--- src/rtl/decode_stage.sv ---
`default_nettype none
// decode_stage: single-entry RV32I decode buffer with register-file read
// addressing, one-cycle writeback bypass and immediate generation.
module decode_stage (
  input  logic        clk,
  input  logic        rst_n,
  input  logic        if_valid,
  output logic        if_ready,
  input  logic [31:0] if_instr,
  input  logic [31:0] if_pc,
  input  logic        flush,
  output logic [4:0]  rf_rs1,
  output logic [4:0]  rf_rs2,
  input  logic [31:0] rf_rdata1,
  input  logic [31:0] rf_rdata2,
  input  logic        wb_valid,
  input  logic [4:0]  wb_rd,
  input  logic [31:0] wb_data,
  output logic        ex_valid,
  input  logic        ex_ready,
  output logic [31:0] ex_pc,
  output logic [31:0] ex_imm,
  output logic [31:0] ex_rs1_val,
  output logic [31:0] ex_rs2_val,
  output logic [4:0]  ex_rd,
  output logic [6:0]  ex_opcode,
  output logic [2:0]  ex_funct3,
  output logic        ex_funct7b5,
  output logic        ex_illegal
);

  localparam logic [6:0] OP_LOAD   = 7'b0000011;
  localparam logic [6:0] OP_IMM    = 7'b0010011;
  localparam logic [6:0] OP_JALR   = 7'b1100111;
  localparam logic [6:0] OP_STORE  = 7'b0100011;
  localparam logic [6:0] OP_BRANCH = 7'b1100011;
  localparam logic [6:0] OP_LUI    = 7'b0110111;
  localparam logic [6:0] OP_AUIPC  = 7'b0010111;
  localparam logic [6:0] OP_JAL    = 7'b1101111;
  localparam logic [6:0] OP_REG    = 7'b0110011;
  localparam logic [6:0] OP_FENCE  = 7'b0001111;
  localparam logic [6:0] OP_SYSTEM = 7'b1110011;

  logic        s_valid;
  logic [31:0] s_instr;
  logic [31:0] s_pc;
  logic        wbq_valid;
  logic [4:0]  wbq_rd;
  logic [31:0] wbq_data;
  logic        accept;
  logic [4:0]  s_rs1;
  logic [4:0]  s_rs2;
  logic [6:0]  s_opcode;
  logic [31:0] imm;
  logic        illegal;
  logic [31:0] rs1_val;
  logic [31:0] rs2_val;

  // Flush forces acceptance so a redirect target is never stalled behind a dead entry.
  assign if_ready = !s_valid | ex_ready | flush;
  assign accept   = if_valid & if_ready;

  always_ff @(posedge clk or negedge rst_n) begin
    if (!rst_n) begin
      s_valid <= 1'b0;
      s_instr <= '0;
      s_pc    <= '0;
    end else if (accept) begin
      s_valid <= 1'b1;
      s_instr <= if_instr;
      s_pc    <= if_pc;
    end else if (flush | ex_ready) begin
      s_valid <= 1'b0;
    end
  end

  // The RF read at this edge misses the write at the same edge; keep it for one cycle.
  always_ff @(posedge clk or negedge rst_n) begin
    if (!rst_n) begin
      wbq_valid <= 1'b0;
      wbq_rd    <= '0;
      wbq_data  <= '0;
    end else begin
      wbq_valid <= wb_valid;
      wbq_rd    <= wb_rd;
      wbq_data  <= wb_data;
    end
  end

  assign s_rs1    = s_instr[19:15];
  assign s_rs2    = s_instr[24:20];
  assign s_opcode = s_instr[6:0];

  assign rf_rs1 = if_ready ? if_instr[19:15] : s_rs1;
  assign rf_rs2 = if_ready ? if_instr[24:20] : s_rs2;

  always_comb begin
    imm     = '0;
    illegal = 1'b0;
    case (s_opcode)
      OP_LOAD, OP_IMM, OP_JALR:
        imm = {{20{s_instr[31]}}, s_instr[31:20]};
      OP_STORE:
        imm = {{20{s_instr[31]}}, s_instr[31:25], s_instr[11:7]};
      OP_BRANCH:
        imm = {{19{s_instr[31]}}, s_instr[31], s_instr[7], s_instr[30:25], s_instr[11:8], 1'b0};
      OP_LUI, OP_AUIPC:
        imm = {s_instr[31:12], 12'b0};
      OP_JAL:
        imm = {{11{s_instr[31]}}, s_instr[31], s_instr[19:12], s_instr[20], s_instr[30:21], 1'b0};
      OP_REG, OP_FENCE, OP_SYSTEM:
        imm = '0;
      default:
        illegal = 1'b1;
    endcase
    if (s_instr[1:0] != 2'b11) illegal = 1'b1;
  end

  always_comb begin
    rs1_val = rf_rdata1;
    rs2_val = rf_rdata2;
    if (wbq_valid && (wbq_rd != 5'd0) && (wbq_rd == s_rs1)) rs1_val = wbq_data;
    if (wbq_valid && (wbq_rd != 5'd0) && (wbq_rd == s_rs2)) rs2_val = wbq_data;
    if (s_rs1 == 5'd0) rs1_val = '0;
    if (s_rs2 == 5'd0) rs2_val = '0;
  end

  // Everything toward execute reads as zero while the stage is empty.
  assign ex_valid    = s_valid;
  assign ex_pc       = s_valid ? s_pc : '0;
  assign ex_imm      = s_valid ? imm : '0;
  assign ex_rs1_val  = s_valid ? rs1_val : '0;
  assign ex_rs2_val  = s_valid ? rs2_val : '0;
  assign ex_rd       = s_valid ? s_instr[11:7] : '0;
  assign ex_opcode   = s_valid ? s_opcode : '0;
  assign ex_funct3   = s_valid ? s_instr[14:12] : '0;
  assign ex_funct7b5 = s_valid & s_instr[30];
  assign ex_illegal  = s_valid & illegal;

endmodule
`default_nettype wire

--- config.mk ---
export PLATFORM = sky130hd
export DESIGN_NAME = decode_stage
export DESIGN_NICKNAME = d
export VERILOG_FILES = /design/src/rtl/decode_stage.sv
export SDC_FILE = /design/constraint.sdc
export NUM_CORES = 1
export LEC_CHECK = 0
export BUFFER_PORTS_ARGS = -buffer_cell sky130_fd_sc_hd__buf_2
export CAP_MARGIN = 0
export CORE_MARGIN = 8
export CORE_UTILIZATION = 45
export CTS_CLUSTER_DIAMETER = 30
export DETAILED_ROUTE_END_ITERATION = 10
export GPL_TIMING_DRIVEN = 0
export HOLD_SLACK_MARGIN = 0.02
export PLACE_DENSITY = 0.89
export SYNTH_ARGS = -nofsm -noshare
export SYNTH_HDL_FRONTEND = slang
export SYNTH_SLANG_ARGS = --single-unit
export TNS_END_PERCENT = 30
--- constraint.sdc ---
create_clock -name clk -period 5.6 [get_ports clk]
set_input_delay 0.84 -clock clk [delete_from_list [all_inputs] [get_ports clk]]
set_output_delay 0.84 -clock clk [all_outputs]
set_load 0.01 [all_outputs]
==> results of run 1 <==
[state kept, by name, summed over array words and instances (netlist names)]
register,count
s_pc,32
wbq_data,32
s_instr,32
ex_valid,1
wbq_rd,5
wbq_valid,1
[synthesized netlist by cell type, types with 2 or more instances]
master	number	area share
o21ai_1	5	0.0042
buf_1	8	0.0051
nand4b_1	2	0.0030
o21a_1	3	0.0038
nand3b_1	2	0.0025
o211a_4	2	0.0059
xnor2_1	10	0.015
a22oi_1	4	0.0051
clkbuf_1	22	0.014
buf_6	6	0.011
nand4_1	65	0.069
nor3_1	3	0.0025
dfrtp_1	103	0.44
buf_2	20	0.017
nor2_1	11	0.0070
and2_4	2	0.0030
a21oi_1	24	0.020
nand2_1	91	0.058
o21ai_0	2	0.0017
mux2_2	74	0.14
o21ai_2	60	0.089
or4_1	2	0.0025
or2_2	2	0.0021
and4_1	2	0.0030
and2_1	54	0.057
[worst max-delay path, cell delays in order (launching register included)]
cell and delay (ns):
dfrtp_1 0.36, clkbuf_1 0.18, or2_2 0.35, a21oi_1 0.28, o21ai_1 0.30, buf_2 0.32, a21oi_1 0.18, buf_2 0.18
[area by class of cell]
type	instances	area share
multi-input cells	435	0.376
clock inverters	5	0.00573
plain buffers	56	0.0347
repair buffers	328	0.206
clock buffers	11	0.0301
well taps	176	0.0273
inverters	1	0.000465
flip-flops and latches	103	0.319
[routing by layer]
metal | track usage | wire length [um]
met1 | 0.272 | 7880
met2 | 0.430 | 10700
met3 | 0.0978 | 2470
met4 | 0.0709 | 423
met5 | 0 | 0
[worst min-delay path by stage]
| stage | end | from |
|---|---|---|
| 2_1_floorplan | s_pc[0] | s_pc[0] |
| 3_3_place_gp | s_pc[3] | s_pc[3] |
| 3_5_place_dp | s_pc[6] | s_pc[6] |
| 4_1_cts | s_instr[1] | rst_n |
| 5_1_grt | s_instr[1] | rst_n |
| 6_report | s_instr[1] | rst_n |
[power by group through the flow]
stage	Sequential (mW)	Clock, mW	Combinational [mW]
3_3_place_gp	0.886	0	0.531
3_5_place_dp	0.890	0	0.546
2_1_floorplan	0.866	0	0.320
4_1_cts	0.875	0.636	0.548
6_report	0.877	0.616	0.544
5_1_grt	0.885	0.664	0.595
[stage by stage]
| step | total power, mW | std cells |
|---|---|---|
| finish | 2.04 | 1115 |
| global route | 2.14 | 1115 |
| CTS | 2.06 | 1115 |
| detailed placement | 1.44 | 1099 |
| global placement | 1.42 | 1098 |
| floorplan | 1.19 | 595 |
[kinds of logic after synthesis]
logic type	Yosys count
buffers and inverters	57
flip-flops	103
AO/OA/AOI/OAI	106
multiplexers	74
XOR/XNOR	10
AND/OR/NAND/NOR	245
==> summary.txt, run 1 <==
GRT
  • Gr ovfl total: 0
  • Initial antenna violation count: 0
  • First-pass GRT wire length: 32500 um
  • Vias in the first global route: 6083
  • All-Layer GR Usage: 0.246
  • Pin count of the biggest net entering global routing: 73

Critical path
  • Crit path kind: reg2out
  • R2R Path Start: ex_valid
  • Worst Setup End Kind: output pin
  • Setup crit start kind: flop
  • Worst R2R End: s_instr[17]
  • Cell count of the worst reg-to-reg path: 5
  • Critical Path RT: 4.76 ns
  • Critical Path AT: 2.50 ns
  • CP Launch Point: s_instr[3]
  • CP Capture Point: ex_imm[18]
  • FF-to-FF setup slack: 3.27 ns
  • Crit-path max FO: 10

Route
  • Drt initial violations: 382
  • Post-route ant nets: 0
  • Drt drc: 0
  • DR vias: 5985
  • Vias per cell: 5.37
  • Avg WL per Cell: 19.3 um
  • DRT Wirelength: 21500 um
  • Detailed Routing Iterations Pass 1: 5

CTS
  • # clock sinks: 103
  • Hold Buf Count CTS: 0
  • H-Tree Depth: 3
  • CTS tree: built
  • Number of buffers created by CTS: 9
  • Max clock buf depth: 2
  • Clk slew on worst S/H paths: 0.08 ns
  • CTS root buf: clkbuf_16
  • Clk_lat worst skew: 0.35 ns
  • Cts repair resizes: 0
  • Setup bufs post-CTS: 0

Logic synthesis
  • Largest family of logic cells by synthesized area: simple AND/OR/NAND/NOR gates
  • Distinct cells, synth: 41
  • Post-Synth Adder-Cell Area: 0
  • Synth Area in Simple Gates: 0.221
  • Synth Warn #: 0
  • Proportion of synthesized area in mux cells: 0.141
  • Syn_nets: 766
  • Dominant synthesized flop cell: dfrtp_1
  • Post-Syn Area: 5900 um2
  • Compound-Gate Fraction of Synth Area: 0.138
  • Area share of xor/xnor cells in the synthesized design: 0.0148
  • Ys async rst share: 1.00
  • Post-synthesis sequential area ratio: 0.437
  • Post-synth EDFFs: 0
  • Register bit total from synthesis: 103
  • Avg Inst Size Synth: 9.92 um2
  • Post-synthesis cell count: 595

STA
  • Final setup vio count: 0
  • Fmax: 0.299 GHz
  • Max_slew headroom: 0.517
  • Final setup TNS: 0 ns
  • Post-route clock skew: 0.00687 ns
  • Worst-Margin Slew: 0.724 ns
  • Min Tclk post-route: 3.34 ns
  • Hold Slack: 0.425 ns
  • RSZ-0062 raised after global routing: no
  • Hold Fails Final Rpt: 0
  • Post-route setup slack: 2.26 ns
  • Period utilization: 0.597
  • Max Slew Vio Count: 0

Pwr
  • Flop pwr share: 0.431
  • LEAKAGE: 3.90 nW
  • Psw: 652 uW
  • Logic pwr share: 0.267
  • Power Internal: 1.39 mW
  • Sw frac: 0.320
  • P per Cell Area: 252 nW/um2
  • Worst vdd ir: 0.275 mV
  • Clock Power Share: 0.302

Floorplan
  • Die X: 131 um
  • Ports: 328
  • FP Rows: 42
  • Die height: 131 um
  • Core Area: 13000 um2
  • Die footprint: 17000 um2
  • Initial Util: 0.453

Placement
  • Final RePlAce weighted congestion: 0.925
  • Setup WS pre-CTS: 2.57 ns
  • I/O Buffers: 327
  • Placed inst area: 7790 um2
  • Post-DP HPWL: 17100 um

Job
  • Number of max-cap violations: 0

Finish
  • Area delta synth->final: 36.9%
  • Antenna Diode Count: 0
  • # fillers: 1130
  • Register Area: 2580 um2
  • Fin util: 0.620
  • Area of the multi-input gates: 3040 um2
  • Nets@finish: 1105
  • Commonest non-fill, non-tap cell in the layout: buf_2
  • Most frequent cells in the layout: 346 x buf_2, 103 x dfrtp_1, 91 x nand2_1, 74 x mux2_2, 65 x nand4_1
  • Final Cell Area: 8080 um2
  • Layout cells sized above 1: 0.544

Outcome
  • Status: complete, no violations

Min path
  • HP Class: in2async
No activity file was read; power rests on OpenSTA's default activity.
==> run 2, diff against run 1 <==
Settings changed: CORE_UTILIZATION 45 to 41, PLACE_DENSITY 0.89 to 0.86.
Clock period 5.6 ns to 2.9 ns, I/O delays scaled along.
==> run 2 against run 1 <==
Compared with the run above:
- critical path type unchanged
- clock power increased by 100%
- via count decreased by 0.57%
- non-clock buffer count unchanged
- highest routed layer is now met5
- cell area increased by 0.79%
- largest cell class unchanged
- final cell count increased by 0.81%
==> summary.txt, run 2 (same netlist as run 1, synthesis figures left out) <==
STA
  • Max Slew Vio Count: 0 (unchanged)
  • Period utilization: 0.964
  • Max_slew headroom: 0.572 (+0.0548)
  • Hold Fails Final Rpt: 0 (unchanged)
  • Fmax: 0.358 GHz
  • Post-route clock skew: 0.00505 ns (-0.00182 ns)
  • Final setup TNS: 0 ns (unchanged)
  • Post-route setup slack: 0.106 ns (-2.15 ns)
  • Min Tclk post-route: 2.79 ns
  • Final setup vio count: 0 (unchanged)
  • RSZ-0062 raised after global routing: yes
  • Worst-Margin Slew: 0.642 ns (-0.0821 ns)

Floorplan
  • Die footprint: 18500 um2 (+8.5%)
  • Ports: 328 (unchanged)
  • FP Rows: 44 (+4.8%)
  • Die X: 136 um (+4.2%)
  • Initial Util: 0.412 (-0.0405)
  • Die height: 136 um (+4.2%)
  • Core Area: 14300 um2 (+9.8%)

Outcome
  • Status: complete, no violations

Placement
  • Final RePlAce weighted congestion: 0.867 (-6.3%)
  • Post-DP HPWL: 17500 um (+2.1%)
  • I/O Buffers: 327 (unchanged)
  • Setup WS pre-CTS: 0.235 ns (-2.34 ns)
  • Placed instance count: 1107 (+0.73%)

CTS
  • # clock sinks: 103 (unchanged)
  • Clk slew on worst S/H paths: 0.07 ns (about the same)
  • CTS tree: built
  • CTS root buf: clkbuf_16
  • Clk_lat worst skew: 0.34 ns (about the same)
  • H-Tree Depth: 3 (unchanged)
  • Hold Buf Count CTS: 0 (unchanged)
  • Max clock buf depth: 2 (unchanged)
  • Number of buffers created by CTS: 9 (unchanged)

Route
  • Vias per cell: 5.29 (-1.4%)
  • Detailed Routing Iterations Pass 1: 5 (unchanged)
  • Post-route ant nets: 0 (unchanged)
  • DRT Wirelength: 21700 um (+0.97%)
  • Drt initial violations: 241 (-37%)
  • Drt drc: 0 (unchanged)
  • DR vias: 5951 (-0.57%)
  • Avg WL per Cell: 19.3 um (+0.16%)

Pwr
  • P per Cell Area: 493 nW/um2 (+96%)
  • Worst vdd ir: 0.309 mV (+12%)
  • LEAKAGE: 3.93 nW (+0.83%)

Critical path
  • R2R Path Start: ex_valid
  • Cell count of the worst reg-to-reg path: 4 (-1)
  • FF-to-FF setup slack: 0.82 ns (-2.45 ns)
  • Worst Setup End Kind: output pin
  • Crit-path max FO: 10 (unchanged)
  • Critical Path RT: 2.47 ns (-2.29 ns)
  • Crit path kind: reg2out
  • Worst R2R End: s_pc[28]
  • Setup crit start kind: flop
  • Critical Path AT: 2.36 ns (-0.14 ns)

Job
  • Number of max-cap violations: 0 (unchanged)

GRT
  • Initial antenna violation count: 3 (+3)
  • Vias in the first global route: 6132 (+0.81%)
  • Pin count of the biggest net entering global routing: 67 (-8.2%)
  • All-Layer GR Usage: 0.226 (-0.0200)
  • First-pass GRT wire length: 32800 um (+0.83%)
  • Gr ovfl total: 0 (unchanged)

Min path
  • HP Class: in2async

Finish
  • Area delta synth->final: 38.0%
  • Layout cells sized above 1: 0.560 (+0.0160)
  • Most frequent cells in the layout: 345 x buf_2, 103 x dfrtp_1, 91 x nand2_1, 74 x mux2_2, 65 x nand4_1
  • Non-Filler Instances: 1124 (+0.81%)
  • Biggest regs: s_instr (32), s_pc (32), wbq_data (32)
  • Nets@finish: 1105 (unchanged)
  • Commonest non-fill, non-tap cell in the layout: buf_2
## run 2: stage by stage
step	power [mW]	hold slack [ns]	util	instance area (um2)
after detailed placement	2.77	0.455	0.545	7800
after global routing	4.23	0.101	0.569	8140
after floorplan	2.29	0.139	-	5900
final	4.02	0.0577	0.569	8140
after global placement	2.74	0.478	0.543	7770
after CTS	4.05	0.0713	0.567	8110
## run 2: critical path: stages, from the launching register on
cell	delay [ns]
dfrtp_1	0.36
clkbuf_1	0.20
or2_2	0.36
a21oi_2	0.23
o21ai_2	0.18
buf_4	0.25
a21oi_1	0.24
buf_2	0.20
## run 2: timing repair
item                                    CTS  global route
pin swaps                                 0             1
buffers inserted                          0             1
gates resized for setup                   3            19
endpoints found under the setup margin    6            31
## run 2: layout make-up
class,instances,area [um2]
well taps,184,230
clock inverters,7,78.8
inverters,1,3.75
multi-input cells,435,3060
flip-flops and latches,103,2580
clock buffers,9,225
fillers,1223,6170
diodes,1,2.50
repair buffers,329,1670
plain buffers,55,289
## run 2: how the worst max path moves through the flow
stage	from	endpoint	slack (ns)
final	s_instr[3]	ex_imm[17]	0.11
after global routing	s_instr[18]	ex_rs1_val[14]	-0.008
after CTS	s_instr[3]	ex_imm[18]	0.06
after detailed placement	s_instr[3]	ex_imm[18]	0.24
after global placement	rst_n	wbq_data[17]	0.20
after floorplan	wbq_rd[1]	ex_rs2_val[10]	0.79
## run 2: power by group
part | internal, mW | leakage (nW) | switching, mW
sequential | 1.57 | 1.20 | 0.126
combinational | 0.481 | 2.58 | 0.571
clock | 0.681 | 0.144 | 0.583
## run 2: per-layer routing
metal  track usage  share of wire
met1         0.243           0.36
met2         0.399           0.50
met3        0.0868           0.12
met4        0.0787          0.020
met5             0        0.00092
==> run 3, diff against run 2 <==
Settings changed: CORE_UTILIZATION 41 to 35, PLACE_DENSITY 0.86 to 0.76.
==> run 3 against run 2 <==
Compared with the run above:
- via count decreased by 0.45%
- final cell count increased by 3.0%
- setup slack got worse by 0.00067 ns
- clock-buffer cell count unchanged
- combinational power about the same
- sequential power about the same
- non-clock buffer count decreased by 1
- fmax about the same
- clock power increased by 4%
- worst hold slack improved by 0.055 ns
- total power increased by 1.4%
- sequential share of layout area decreased by 0.19 points
- critical endpoint is now ex_rs2_val[0]
- largest power group unchanged
- highest routed layer unchanged
==> summary.txt, run 3 (same netlist as run 1, synthesis figures left out) <==
STA
  • Hold Fails Final Rpt: 0 (unchanged)
  • Final setup TNS: 0 ns (unchanged)
  • Period utilization: 0.964 (about the same)
  • Post-route clock skew: 0.0131 ns (+0.00803 ns)
  • Worst-Margin Slew: 0.705 ns (+0.0626 ns)
  • Min Tclk post-route: 2.79 ns (+0.000675 ns)
  • Max Slew Vio Count: 0 (unchanged)
  • RSZ-0062 raised after global routing: yes
  • Max_slew headroom: 0.530 (-0.0417)
  • Final setup vio count: 0 (unchanged)
  • Post-route setup slack: 0.105 ns (-0.000675 ns)
  • Fmax: 0.358 GHz (about the same)

Critical path
  • CP bufs+invs: 3 (unchanged)
  • Worst Setup End Kind: output pin
  • Crit-path max FO: 10 (unchanged)
  • CP max stage cell: or4_1
  • Crit path kind: reg2out
  • Critical Path AT: 2.36 ns (about the same)
  • Largest delay share family, worst path: simple AND/OR/NAND/NOR gates
  • Critical Path RT: 2.47 ns (about the same)
  • Crit-path cells: or4_1, o21a_1, buf_2, buf_2, nand4_1, o21ai_1, buf_2
  • Critical Path Most Common Cell: buf_2
  • Largest stage delay on the critical path: 0.55 ns (+0.19 ns)
  • Setup crit start kind: flop

Placement
  • Post-DP HPWL: 18300 um (+4.9%)
  • Final RePlAce weighted congestion: 0.922 (+6.3%)
  • I/O Buffers: 327 (unchanged)
  • Placed instance count: 1143 (+3.3%)
  • Setup WS pre-CTS: 0.328 ns (+0.0926 ns)

Finish
  • Commonest non-fill, non-tap cell in the layout: buf_2
  • Area delta synth->final: 38.8%
  • Layout cells sized above 1: 0.557 (-0.00367)
  • # fillers: 1604 (+31%)
  • Antenna Diode Count: 0 (-1)
  • Nets@finish: 1104 (-0.090%)
  • Non-Filler Instances: 1158 (+3.0%)
  • Fin util: 0.496 (-0.0731)
  • Most frequent cells in the layout: 345 x buf_2, 103 x dfrtp_1, 91 x nand2_1, 74 x mux2_2, 65 x nand4_1
  • Biggest regs: s_instr (32), s_pc (32), wbq_data (32)

Min path
  • HP Class: in2async

Floorplan
  • Die height: 146 um (+7.3%)
  • Die X: 146 um (+7.3%)
  • Core Area: 16500 um2 (+15%)
  • Die footprint: 21300 um2 (+15%)
  • FP Rows: 47 (+6.8%)
  • Ports: 328 (unchanged)
  • Initial Util: 0.357 (-0.0552)

Route
  • Vias per cell: 5.12 (-3.4%)
  • DRT Wirelength: 23000 um (+6.1%)
  • Avg WL per Cell: 19.9 um (+3.0%)
  • Post-route ant nets: 0 (unchanged)
  • Drt drc: 0 (unchanged)
  • Detailed Routing Iterations Pass 1: 4 (-1)
  • Drt initial violations: 267 (+11%)
  • DR vias: 5924 (-0.45%)

CTS
  • # clock sinks: 103 (unchanged)
  • Clk slew on worst S/H paths: 0.08 ns (about the same)
  • Max clock buf depth: 2 (unchanged)
  • Number of buffers created by CTS: 9 (unchanged)
  • CTS root buf: clkbuf_16
  • Hold Buf Count CTS: 0 (unchanged)
  • Clk_lat worst skew: 0.35 ns (about the same)
  • Setup bufs post-CTS: 0 (unchanged)
  • H-Tree Depth: 3 (unchanged)
  • CTS tree: built

GRT
  • First-pass GRT wire length: 35500 um (+8.5%)
  • Vias in the first global route: 6311 (+2.9%)
  • Gr ovfl total: 0 (unchanged)
  • Pin count of the biggest net entering global routing: 58 (-13%)
  • Initial antenna violation count: 3 (unchanged)
  • All-Layer GR Usage: 0.210 (-0.0164)

Job
  • Number of max-cap violations: 0 (unchanged)

Pwr
  • LEAKAGE: 3.93 nW (-0.14%)
  • Worst vdd ir: 0.293 mV (-5.2%)
  • Final Power: 4.07 mW (+1.4%)
  • P per Cell Area: 497 nW/um2 (+0.78%)

Outcome
  • Status: complete, no violations
==> run 3: final cells by class <==
type	instances	area [um2]	share of cell area
Timing Repair Buffer	328	1670	0.203
Sequential cell	103	2580	0.315
Inverter	1	3.75	0.000458
Clock buffer	9	225	0.0275
Clock inverter	7	92.6	0.0113
Multi-Input combinational cell	435	3060	0.374
Buffer	55	287	0.0350
Tap cell	220	275	0.0336
==> run 3: final timing paths <==
| path | start | to | cells past startpoint | slack (ns) |
|---|---|---|---|---|
| setup / recovery | s_instr[20] | ex_rs2_val[0] | 7 | 0.11 |
| hold / removal | rst_n | s_pc[24] | 1 | 0.11 |
| setup reg to reg | ex_valid | s_instr[14] | 4 | 0.73 |
| hold reg to reg | s_pc[6] | s_pc[6] | 1 | 0.50 |
| max in group asynchronous | rst_n | wbq_data[15] | 2 | 2.05 |
| min in group clk | wb_data[16] | wbq_data[16] | 1 | 0.18 |
==> run 3: where the power goes <==
| part | switching (mW) | internal [mW] |
|---|---|---|
| clock network | 0.620 | 0.692 |
| registers | 0.122 | 1.57 |
| logic | 0.584 | 0.480 |
==> run 3: metal layers <==
layer / track usage / wire length [um] / up-vias / share of wire
li1: - / - / 2796 / -
met1: 0.238 / 9190 / 2809 / 0.40
met2: 0.347 / 11000 / 279 / 0.48
met3: 0.0877 / 2280 / 36 / 0.099
met4: 0.0765 / 569 / 4 / 0.025
met5: 0 / 16 / - / 0.00069
==> run 3: what timing repair did <==
| action | in CTS | in global routing |
|---|---|---|
| setup endpoints to repair | 21 | 66 |
| pin swaps | 0 | 1 |
| hold endpoints to repair | 0 | 0 |
| gates resized for setup | 1 | 17 |
==> run 3: metrics by stage <==
step,hold WS (ns),instance area (um2)
finish,0.113,8190
global route,0.158,8190
CTS,0.128,8160
detailed placement,0.486,7840
global placement,0.479,7810
floorplan,0.139,5900
